### src/rtl/lsu_pkg.sv
// Shared types for the load/store unit: FSM states, access-size codes and
// the helper that locates a lane inside a big-endian word.
package lsu_pkg;

    typedef enum logic [2:0] {
        IDLE = 3'd0,
        RD   = 3'd1,
        CAP  = 3'd2,
        WR   = 3'd3,
        DONE = 3'd4
    } lsu_state_t;

    localparam logic [1:0] SZ_BYTE = 2'b00;
    localparam logic [1:0] SZ_HALF = 2'b01;
    localparam logic [1:0] SZ_WORD = 2'b10;
    localparam logic [1:0] SZ_ILL  = 2'b11;

    // Right-shift that brings the addressed lane down to bit 0 (big-endian:
    // byte offset 0 is the most significant byte).
    function automatic logic [4:0] lane_shift(input logic [1:0] size, input logic [1:0] off);
        logic [4:0] sh;
        case (size)
            SZ_BYTE: sh = {~off, 3'b000};
            SZ_HALF: sh = off[1] ? 5'd0 : 5'd16;
            default: sh = 5'd0;
        endcase
        return sh;
    endfunction

endpackage

### src/rtl/lsu_lane.sv
// Combinational lane logic: load extraction with sign/zero extension,
// sub-word store merge and alignment/size fault detection.
module lsu_lane
    import lsu_pkg::*;
(
    input  logic [1:0]  i_size,
    input  logic [1:0]  i_off,
    input  logic        i_unsigned,
    input  logic [31:0] i_word,
    input  logic [31:0] i_wdata,
    output logic [31:0] o_ld_data,
    output logic [31:0] o_st_word,
    output logic        o_fault
);

    logic [4:0]  w_shift;
    logic [31:0] w_lane;
    logic [31:0] w_mask;
    logic        w_sign;

    always_comb begin
        w_shift = lane_shift(i_size, i_off);
        w_lane  = i_word >> w_shift;
        w_mask  = 32'hFFFF_FFFF;
        w_sign  = 1'b0;
        case (i_size)
            SZ_BYTE: begin
                w_mask = 32'h0000_00FF;
                w_sign = w_lane[7];
            end
            SZ_HALF: begin
                w_mask = 32'h0000_FFFF;
                w_sign = w_lane[15];
            end
            default: ;
        endcase

        // For a word access ~w_mask is zero, so no extension bits are added
        o_ld_data = (w_lane & w_mask) | ((w_sign && !i_unsigned) ? ~w_mask : 32'h0);
        o_st_word = (i_word & ~(w_mask << w_shift)) | ((i_wdata & w_mask) << w_shift);

        case (i_size)
            SZ_HALF: o_fault = i_off[0];
            SZ_WORD: o_fault = |i_off;
            SZ_ILL:  o_fault = 1'b1;
            default: o_fault = 1'b0;
        endcase
    end

endmodule

### src/rtl/load_store_unit.sv
// Memory-access stage controller: one load/store per request against a
// word-wide memory, with read-modify-write for sub-word stores.
module load_store_unit
    import lsu_pkg::*;
#(
    parameter int MEM_AW = 5
) (
    input  logic              clk,
    input  logic              rst_n,
    input  logic              req,
    input  logic              is_store,
    input  logic [1:0]        size,
    input  logic              unsigned_ld,
    input  logic [31:0]       addr,
    input  logic [31:0]       wdata,
    output logic              ready,
    output logic              done,
    output logic [31:0]       rdata,
    output logic              fault,
    output logic [MEM_AW-1:0] mem_addr,
    output logic              mem_re,
    output logic              mem_we,
    output logic [31:0]       mem_wdata,
    input  logic [31:0]       mem_rdata
);

    lsu_state_t          r_state, w_next;
    logic [31:0]         r_rdata;
    logic                r_fault;
    logic                r_is_store;
    logic [1:0]          r_size;
    logic                r_unsigned;
    logic [MEM_AW+1:0]   r_addr;
    logic [31:0]         r_wdata;
    logic [31:0]         r_wword;

    logic                w_accept;
    logic [1:0]          w_size;
    logic [1:0]          w_off;
    logic [31:0]         w_ld_data;
    logic [31:0]         w_st_word;
    logic                w_fault;
    logic                w_unused_addr;

    // Upper address bits only select beyond the memory and are wrapped away
    assign w_unused_addr = ^addr[31:MEM_AW+2];

    assign w_accept = (r_state == IDLE) && req;

    // Fault check uses live inputs in IDLE; extraction/merge use latched ones
    assign w_size = (r_state == IDLE) ? size      : r_size;
    assign w_off  = (r_state == IDLE) ? addr[1:0] : r_addr[1:0];

    lsu_lane u_lane (
        .i_size     (w_size),
        .i_off      (w_off),
        .i_unsigned (r_unsigned),
        .i_word     (mem_rdata),
        .i_wdata    (r_wdata),
        .o_ld_data  (w_ld_data),
        .o_st_word  (w_st_word),
        .o_fault    (w_fault)
    );

    always_comb begin
        w_next = r_state;
        case (r_state)
            IDLE: begin
                if (req) begin
                    if (w_fault)
                        w_next = DONE;
                    else if (is_store && (size == SZ_WORD))
                        w_next = WR;
                    else
                        w_next = RD;
                end
            end
            RD:      w_next = CAP;
            CAP:     w_next = r_is_store ? WR : DONE;
            WR:      w_next = DONE;
            DONE:    w_next = IDLE;
            default: w_next = IDLE;
        endcase
    end

    always_ff @(posedge clk or negedge rst_n) begin
        if (!rst_n) begin
            r_state <= IDLE;
            r_rdata <= 32'h0;
            r_fault <= 1'b0;
        end else begin
            r_state <= w_next;
            if (w_accept)
                r_fault <= w_fault;
            if ((r_state == CAP) && !r_is_store)
                r_rdata <= w_ld_data;
        end
    end

    // Request payload registers: only meaningful outside IDLE, never reset
    always_ff @(posedge clk) begin
        if (w_accept) begin
            r_is_store <= is_store;
            r_size     <= size;
            r_unsigned <= unsigned_ld;
            r_addr     <= addr[MEM_AW+1:0];
            r_wdata    <= wdata;
            r_wword    <= wdata;
        end else if ((r_state == CAP) && r_is_store) begin
            r_wword    <= w_st_word;
        end
    end

    assign ready     = (r_state == IDLE);
    assign done      = (r_state == DONE);
    assign fault     = done && r_fault;
    assign rdata     = r_rdata;
    assign mem_re    = (r_state == RD);
    assign mem_we    = (r_state == WR);
    assign mem_wdata = mem_we ? r_wword : 32'h0;
    assign mem_addr  = (r_state == IDLE) ? '0 : r_addr[MEM_AW+1:2];

endmodule

### config.mk
export PLATFORM = sky130hd
export DESIGN_NAME = load_store_unit
export DESIGN_NICKNAME = d
export VERILOG_FILES = /design/src/rtl/lsu_pkg.sv /design/src/rtl/lsu_lane.sv /design/src/rtl/load_store_unit.sv
export SDC_FILE = /design/constraint.sdc
export NUM_CORES = 1
export LEC_CHECK = 0
export ABC_AREA = 0
export BUFFER_PORTS_ARGS = -buffer_cell sky130_fd_sc_hd__buf_2
export CELL_PAD_IN_SITES_DETAIL_PLACEMENT = 1
export CELL_PAD_IN_SITES_GLOBAL_PLACEMENT = 2
export CORE_ASPECT_RATIO = 1.2
export CORE_MARGIN = 2
export CORE_UTILIZATION = 25
export DETAILED_ROUTE_END_ITERATION = 16
export PLACE_DENSITY = 0.69
export SLEW_MARGIN = 20
export SYNTH_ARGS = -nofsm -noshare
export SYNTH_HDL_FRONTEND = slang
export SYNTH_SLANG_ARGS = --single-unit
export TNS_END_PERCENT = 50
### constraint.sdc
create_clock -name clk -period 4 [get_ports clk]
set_clock_uncertainty 0.05 [all_clocks]
set_input_delay 0.4 -clock clk [delete_from_list [all_inputs] [get_ports clk]]
set_output_delay 0.4 -clock clk [all_outputs]
set_load 0.05 [all_outputs]
==> summary.txt, run 1 <==
Status - finished, final reports clean
Worst vdd ir - 0.0002706 V
Die H - 167.1 µm
Pleak - 2.839 nW
Routability cong. - 0.8750
Post-route ant nets - 0
Antenna violations before repair - 2
Ys async rst share - 32.43%
Multi-input logic area - 0.002220 mm²
Synth Register Bits - 111
Total power - 0.005943 W
Io pins - 177
First-pass GRT wire length - 28.99 mm
Via count - 4441
HPWL Detailed - 14.26 mm
Setup Crit Path Kind - reg2reg
Total Wirelength - 18.95 mm
Hold buffer count at CTS - 0
Post-CTS Setup Repair Bufs - 0
Clk_lat worst skew - 0.36 ns
Clock-pin slew on the worst setup and hold paths - 0.08 ns
Drt first-iter violations - 304
Power Dens Cells - 867.0 mW/mm²
Post-Syn Area per Cell - 11.52 µm²
Net Count, Synth - 584
Synthesized instance count - 481
Period utilization - 81.01%
Sequential fraction of the synthesis area - 56.91%
First drt pass iteration count - 4
Share of layout cells above drive strength 1 - 30.77%
WP data arrival - 3.48 ns
Worst slew pin tran - 0.8621 ns
CTS tree - built
Post-cts resize count - 0
Sequential standard cell area - 0.003153 mm²
DRC viols - 0
R2r setup slk - 0.76 ns
Root Buffer - clkbuf_16
IO Port Bufs - 151
Most frequent cells in the layout - buf_2, edfxtp_1, nand2_1
HP Class - in2async
Die width - 139.9 µm
Post-synth EDFFs - 75
Std cell rows - 59
Synth Cell Area - 0.005540 mm²
Clock Path Buffers - 2
Final net count - 722
DR WL/cell - 21.06 µm
Ys Warns - 0
Max-slew violations - 0
Clock sink count - 111
Most common cell after layout, fill and taps aside - buf_2
Vias per Instance - 4.934
Fin crit period - 3.240 ns
Final setup TNS - 0 ns
Core area - 0.02170 mm²
Fillers - 2473
Post-synth top flop - edfxtp_1
F_max - 0.3086 GHz
Vias in the first global route - 4657
H-tree lvl count - 3
Congestion Overflow GR - 0
Area Overhead vs Synth - 23.71%
Die Footprint - 0.02337 mm²
RSZ-0062 raised after global routing - no
Worst setup EP type - flop
GRT Total Usage - 16.24%
Initial core utilization - 25.53%
Critical path startpoint category - flop
Relative max-transition margin - 42.52%
Largest net degree at the start of global routing - 60
FF-to-FF Start - r_state[1]
Final Hold Viols - 0
Number of CTS-inserted buffers - 9
Worst setup path start - r_state[1]
Area share of the largest cell type after synthesis - 40.65%
Setup-failing EPs final - 0
Yosys top cell by area - edfxtp_1
Crit path required time - 4.24 ns
Synth area leaders - edfxtp_1, dfrtp_1, mux2i_1
Critical path fanouts, max - 53
Synth unique cells - 51
Max-cap violations - 0
[cell families after synthesis]
group | count (synthesis) | synth area share [%]
compound gates | 164 | 21.12
flops | 111 | 56.91
simple gates | 139 | 12.56
mux | 31 | 6.030
buf+inv | 36 | 3.387
[cell type report]
type / count / share of cell area [%]
Tap cell: 274 / 5.002
Sequential cell: 111 / 46.00
Timing Repair Buffer: 160 / 12.49
Inverter: 3 / 0.1643
Antenna cell: 2 / 0.07302
Clock inverter: 5 / 0.4929
Multi-Input combinational cell: 334 / 32.38
Clock buffer: 11 / 3.395
[sequential cells by signal, summed over array words and instances, names as in the netlist]
signal	count
r_fault	1
r_state	3
r_addr	7
r_size	2
r_wword	32
r_unsigned	1
rdata	32
r_wdata	32
r_is_store	1
[metrics by stage]
stage               util [%]  worst slack (ns)  std cells  hold slack, ns  cell area [µm²]
floorplan                  -            0.3355        481         0.05441             5540
global placement       30.20            0.8947        881          0.4052             6555
detailed placement     30.33            0.7507        882          0.4260             6583
CTS                    31.56            0.7308        898          0.1145             6849
global route           31.58            0.5035        900          0.1496             6854
finish                 31.58            0.7598        900         0.08887             6854
[worst max-delay path, cell delays in order (launching register included)]
cell and delay, ns:
dfrtp_1 0.54, or3_1 0.70, inv_2 0.26, mux2_4 0.55, a211oi_4 0.75, a211oi_1 0.11, a21oi_1 0.19
[worst paths after layout]
kind	end	cells after the start
worst max-delay path	rdata[27]	6
worst min-delay path	r_fault	1
worst max register to register	rdata[27]	6
worst min register to register	rdata[7]	2
max in group asynchronous	rdata[15]	1
min in group clk	r_addr[3]	1
[synth_stat cells, types with 2 or more instances]
| cell | count |
|---|---|
| o211ai_1 | 8 |
| buf_6 | 3 |
| o21ai_0 | 28 |
| and2_1 | 38 |
| mux2_4 | 2 |
| nand2b_1 | 4 |
| clkbuf_1 | 18 |
| a2bb2oi_1 | 8 |
| buf_4 | 6 |
| a21o_1 | 16 |
| nor3b_1 | 3 |
| or4_1 | 2 |
| a2111oi_0 | 2 |
| edfxtp_1 | 75 |
| nand2_1 | 41 |
| a21oi_1 | 40 |
| buf_2 | 6 |
| nor4b_1 | 2 |
| a221o_1 | 8 |
| nor2_1 | 37 |
| o221ai_1 | 7 |
| a22oi_2 | 7 |
| nor3_1 | 2 |
| nand3b_1 | 5 |
| a221oi_1 | 9 |
| dfrtp_1 | 36 |
| nand3_1 | 2 |
| a211oi_1 | 17 |
| mux2i_1 | 27 |
[per-layer routing]
| metal | vias to the layer above | part of all wire [%] | GRT usage [%] |
|---|---|---|---|
| met3 | 19 | 5.1 | 3.393 |
| met5 | - | 0 | 0 |
| met4 | 0 | 1.9 | 6.435 |
| met2 | 113 | 48 | 26.11 |
| met1 | 2211 | 45 | 21.40 |
| li1 | 2098 | - | - |
[where the power goes]
part | internal [W] | total, W | switching [W]
logic | 0.000883 | 0.00306 | 0.00218
registers | 0.00180 | 0.00203 | 0.000234
clock network | 0.000424 | 0.000851 | 0.000427
total | 0.00311 | 0.00594 | 0.00284
No activity file was read; power rests on OpenSTA's default activity.
==> inputs of run 2 (changes only) <==
==> constraint.sdc (replaced) <==
create_clock -name clk -period 3.3 [get_ports clk]
set_clock_uncertainty 0.05 [all_clocks]
set_input_delay 0.33 -clock clk [delete_from_list [all_inputs] [get_ports clk]]
set_output_delay 0.33 -clock clk [all_outputs]
set_load 0.05 [all_outputs]
==> run 2 against run 1 <==
Final cell count grew 0.44%. Setup slack lost 0.37 ns. Combinational power grew 24%. Critical path depth is the same. Wire length grew 1.1%. Hold slack lost 0.077 ns. Non-clock buffer count grew 5. Die area is the same. Sequential share of layout area shrank 0.27 points.
==> summary.txt, run 2 (synthesis gave the netlist of run 1 again) <==
CP max stage delay - 0.78 ns
DR WL/cell - 21.19 µm
WP buf/inv - 1
Post-route ant nets - 0
Setup-failing EPs final - 0
DRC viols - 0
IO Port Bufs - 151
Antenna violations before repair - 1
Cells along the critical path - or3_1 -> inv_2 -> mux2_4 -> a31oi_1 -> a2bb2oi_1 -> a21oi_1
Power Dens Cells - 1059 mW/mm²
H-tree lvl count - 3
R2R depth - 6
Area Overhead vs Synth - 24.44%
F_max - 0.3431 GHz
Worst vdd ir - 0.0004328 V
DP Worst Slack - 0.4645 ns
Total power - 0.007304 W
Most frequent cells in the layout - buf_2, edfxtp_1, nand2_1
Final Hold Viols - 0
Hold buffer count at CTS - 0
Via count - 4525
Fillers - 2479
Clock Path Buffers - 2
Vias in the first global route - 4813
FF-to-FF Start - r_state[0]
Status - finished, final reports clean
Max-slew violations - 0
First-pass GRT wire length - 29.31 mm
Period utilization - 88.31%
Std cell rows - 59
Die Footprint - 0.02337 mm²
Fin crit period - 2.914 ns
Post-route cell area - 0.006894 mm²
Max-cap violations - 0
First drt pass iteration count - 4
Die width - 139.9 µm
Most common cell after layout, fill and taps aside - buf_2
RSZ-0062 raised after global routing - no
Share of layout cells above drive strength 1 - 31.64%
Pleak - 2.882 nW
Number of CTS-inserted buffers - 9
Crit path required time - 3.47 ns
Final setup TNS - 0 ns
Vias per Instance - 5.006
Post-cts resize count - 0
Clock sink count - 111
Finished Layout Cells - 904
Cell Area, Placed - 0.006610 mm²
Setup Crit Path Kind - reg2reg
Final net count - 727
Critical path fanouts, max - 14
CTS tree - built
Relative max-transition margin - 31.48%
Core area - 0.02170 mm²
Die H - 167.1 µm
Congestion Overflow GR - 0
Worst slew pin tran - 1.023 ns
CP max-delay cell - a31oi_1
Clk_lat worst skew - 0.37 ns
Clock-pin slew on the worst setup and hold paths - 0.08 ns
Post-CTS Setup Repair Bufs - 0
Routability cong. - 0.8757
Largest net degree at the start of global routing - 86
GRT Total Usage - 16.46%
Total Wirelength - 19.15 mm
Worst setup EP type - flop
Crit path max-delay family - compound AO/OA/AOI/OAI gates
WP data arrival - 3.09 ns
Initial core utilization - 25.53%
Io pins - 177
Drt first-iter violations - 293
HP Class - in2async
Final WS setup - 0.3856 ns
Worst r2r dst - r_wword[28]
Placed cell count - 887
Critical path startpoint category - flop
HPWL Detailed - 14.36 mm
R2r setup slk - 0.39 ns
Root Buffer - clkbuf_16
[run 2: changes by cell type in the layout (fill, tap and decap cells not counted), sizes merged]
cell / change
inv: +1
clkinv: +1
diode: -1
buf: +5
clkinvlp: -2
[run 2: metrics by stage]
stage          util, %  hold slack [ns]
6_report         31.77          0.01201
5_1_grt          31.77          0.07230
3_5_place_dp     30.46           0.4080
2_1_floorplan        -         -0.01559
4_1_cts          31.75          0.05362
3_3_place_gp     30.46           0.4068
[run 2: routing by layer]
metal | wire length, µm | global-route usage, %
met1 | 8375 | 21.27
met3 | 1049 | 3.680
met4 | 731 | 8.043
met2 | 8996 | 26.07
met5 | 0 | 0
[run 2: final cells by class]
type | instances | area (µm²) | area share [%]
Clock buffer | 11 | 242.7 | 3.521
Inverter | 3 | 11.26 | 0.1633
Multi-Input combinational cell | 334 | 2217 | 32.16
Timing Repair Buffer | 165 | 885.9 | 12.85
Tap cell | 274 | 342.8 | 4.973
Antenna cell | 1 | 2.502 | 0.03630
Sequential cell | 111 | 3153 | 45.73
Clock inverter | 5 | 38.79 | 0.5626
[run 2: how the worst max path moves through the flow]
| stage | cells past startpoint | start | endpoint | slack [ns] |
|---|---|---|---|---|
| global placement | 6 | r_state[0] | r_wword[29] | 0.59 |
| detailed placement | 6 | r_state[0] | r_wword[28] | 0.46 |
| finish | 6 | r_state[0] | r_wword[28] | 0.39 |
| floorplan | 3 | r_state[1] | r_wword[0] | 0.48 |
| global route | 6 | r_state[0] | r_wword[28] | 0.24 |
| CTS | 6 | r_state[0] | r_wword[28] | 0.45 |
[run 2: where the power goes]
| group | total, W | internal (W) | leakage (nW) | switching [W] |
|---|---|---|---|---|
| registers | 0.00243 | 0.00218 | 1.15 | 0.000252 |
| clock network | 0.00109 | 0.000542 | 0.142 | 0.000552 |
| logic | 0.00378 | 0.00109 | 1.59 | 0.00268 |
| total | 0.00730 | 0.00382 | 2.88 | 0.00349 |
==> inputs of run 3 (changes only) <==
--- a/config.mk
+++ b/config.mk
@@ -6,7 +6,7 @@
 export NUM_CORES = 1
 export LEC_CHECK = 0
 export ABC_AREA = 0
-export BUFFER_PORTS_ARGS = -buffer_cell sky130_fd_sc_hd__buf_2
+export BUFFER_PORTS_ARGS = -buffer_cell sky130_fd_sc_hd__buf_4
 export CELL_PAD_IN_SITES_DETAIL_PLACEMENT = 1
 export CELL_PAD_IN_SITES_GLOBAL_PLACEMENT = 2
 export CORE_ASPECT_RATIO = 1.2
==> run 3 against run 2 <==
Critical endpoint is now r_wword[27]. Final cell count increased by 0.11%. Combinational power increased by 5%. Design area increased by 5.5%. Critical path type unchanged. Sequential power about the same. Largest power group unchanged. Total power increased by 2.8%.
==> summary.txt, run 3 (synthesis gave the netlist of run 1 again) <==
Status - finished, final reports clean
H-tree lvl count - 3
Post-CTS Setup Repair Bufs - 0
Max-slew violations - 0
Relative max-transition margin - 36.66%
Core area - 0.02170 mm²
GRT Total Usage - 16.76%
Sequential share of power - 32.8%
Post-cts resize count - 0
Antenna violations before repair - 0
Switching Fraction - 46.96%
WP data arrival - 3.03 ns
Worst setup EP type - flop
Clk_lat worst skew - 0.37 ns
Clock Path Buffers - 2
Switching power total - 0.003525 W
Hold buffer count at CTS - 1
Die width - 139.9 µm
Clock-pin slew on the worst setup and hold paths - 0.08 ns
Vias per Instance - 5.014
Max-cap violations - 0
Placed cell count - 888
Fin crit period - 2.862 ns
Io pins - 177
Combinational power share - 52.8%
Clock sink count - 111
Critical path fanouts, max - 16
First-pass GRT wire length - 29.93 mm
Root Buffer - clkbuf_16
CTS tree - built
Total Wirelength - 19.46 mm
Vias in the first global route - 4940
Setup Crit Path Kind - reg2reg
Crit path required time - 3.46 ns
Post-route ant nets - 0
DR WL/cell - 21.50 µm
F_max - 0.3494 GHz
Worst slew pin tran - 0.9457 ns
Area Overhead vs Synth - 31.23%
P_int - 0.003982 W
Number of CTS-inserted buffers - 9
IO Port Bufs - 151
Final Hold Viols - 0
Die H - 167.1 µm
Pleak - 2.960 nW
Total power - 0.007506 W
RSZ-0062 raised after global routing - no
Setup-failing EPs final - 0
Std cell rows - 59
Critical path startpoint category - flop
First drt pass iteration count - 4
Largest net degree at the start of global routing - 68
Via count - 4538
Clock Power Share - 14.4%
Final setup TNS - 0 ns
Die Footprint - 0.02337 mm²
Worst vdd ir - 0.0004804 V
Most frequent cells in the layout - buf_4, edfxtp_1, nand2_1
HPWL Detailed - 14.66 mm
Routability cong. - 0.8496
Share of layout cells above drive strength 1 - 31.70%
Finished Layout Cells - 905
DRC viols - 0
Fillers - 2440
Final net count - 729
Period utilization - 86.72%
Congestion Overflow GR - 0
Final hold slack - 0.08336 ns
Ant. Diodes - 0
HP Class - in2reg
Initial core utilization - 25.53%
Drt first-iter violations - 344
Power Dens Cells - 1032 mW/mm²
Most common cell after layout, fill and taps aside - buf_4
[run 3: cell types whose count changed in the layout (fill, tap and decap cells not counted), moves of 2 or more]
cell / previous run / this run
clkinv_2: 2 / 0
buf_2: 151 / 0
buf_4: 12 / 165
clkinvlp_4: 0 / 2
[run 3: critical path, cell delays in order (launching register included)]
cell and delay (ns):
dfrtp_1 0.51, or3_1 0.44, inv_2 0.16, mux2_4 0.42, a31oi_1 0.73, a2bb2oi_1 0.18, a21oi_1 0.22
[run 3: metrics by stage]
step	utilization [%]	area, µm²	setup WS (ns)
floorplan	-	5542	0.4789
global placement	32.17	6983	0.5437
detailed placement	32.17	6983	0.4460
CTS	33.50	7271	0.4347
global route	33.50	7271	0.3037
finish	33.50	7271	0.4381
[run 3: area by class of cell]
class / count / area (µm²) / share of cell area (%)
Multi-Input combinational cell: 334 / 2217 / 30.49
Tap cell: 274 / 342.8 / 4.715
Timing Repair Buffer: 167 / 1269 / 17.45
Clock inverter: 7 / 52.55 / 0.7228
Inverter: 3 / 11.26 / 0.1549
Clock buffer: 9 / 225.2 / 3.098
Sequential cell: 111 / 3153 / 43.37
[run 3: worst paths after layout]
kind                               end  slack (ns)  cells past startpoint  startpoint
setup / recovery           r_wword[27]        0.44                      6  r_state[0]
hold / removal               r_addr[6]        0.08                      1     addr[6]
setup reg to reg           r_wword[27]        0.44                      6  r_state[0]
hold reg to reg               rdata[2]        0.45                      2    rdata[2]
max in group asynchronous    rdata[15]        2.41                      2       rst_n
min in group asynchronous   r_state[1]        0.41                      2       rst_n
[run 3: power groups by stage]
stage	clock (W)	sequential (W)	combinational, W
2_1_floorplan	0	0.00307	0.00210
3_3_place_gp	0	0.00248	0.00391
3_5_place_dp	0	0.00249	0.00400
4_1_cts	0.00110	0.00247	0.00401
5_1_grt	0.00114	0.00252	0.00428
6_report	0.00108	0.00246	0.00396
[run 3: layer usage]
| metal | global-route usage [%] | share of wire (%) |
|---|---|---|
| met1 | 21.79 | 44 |
| met2 | 27.91 | 49 |
| met3 | 3.105 | 4.7 |
| met4 | 6.000 | 2.0 |
| met5 | 0 | 0 |
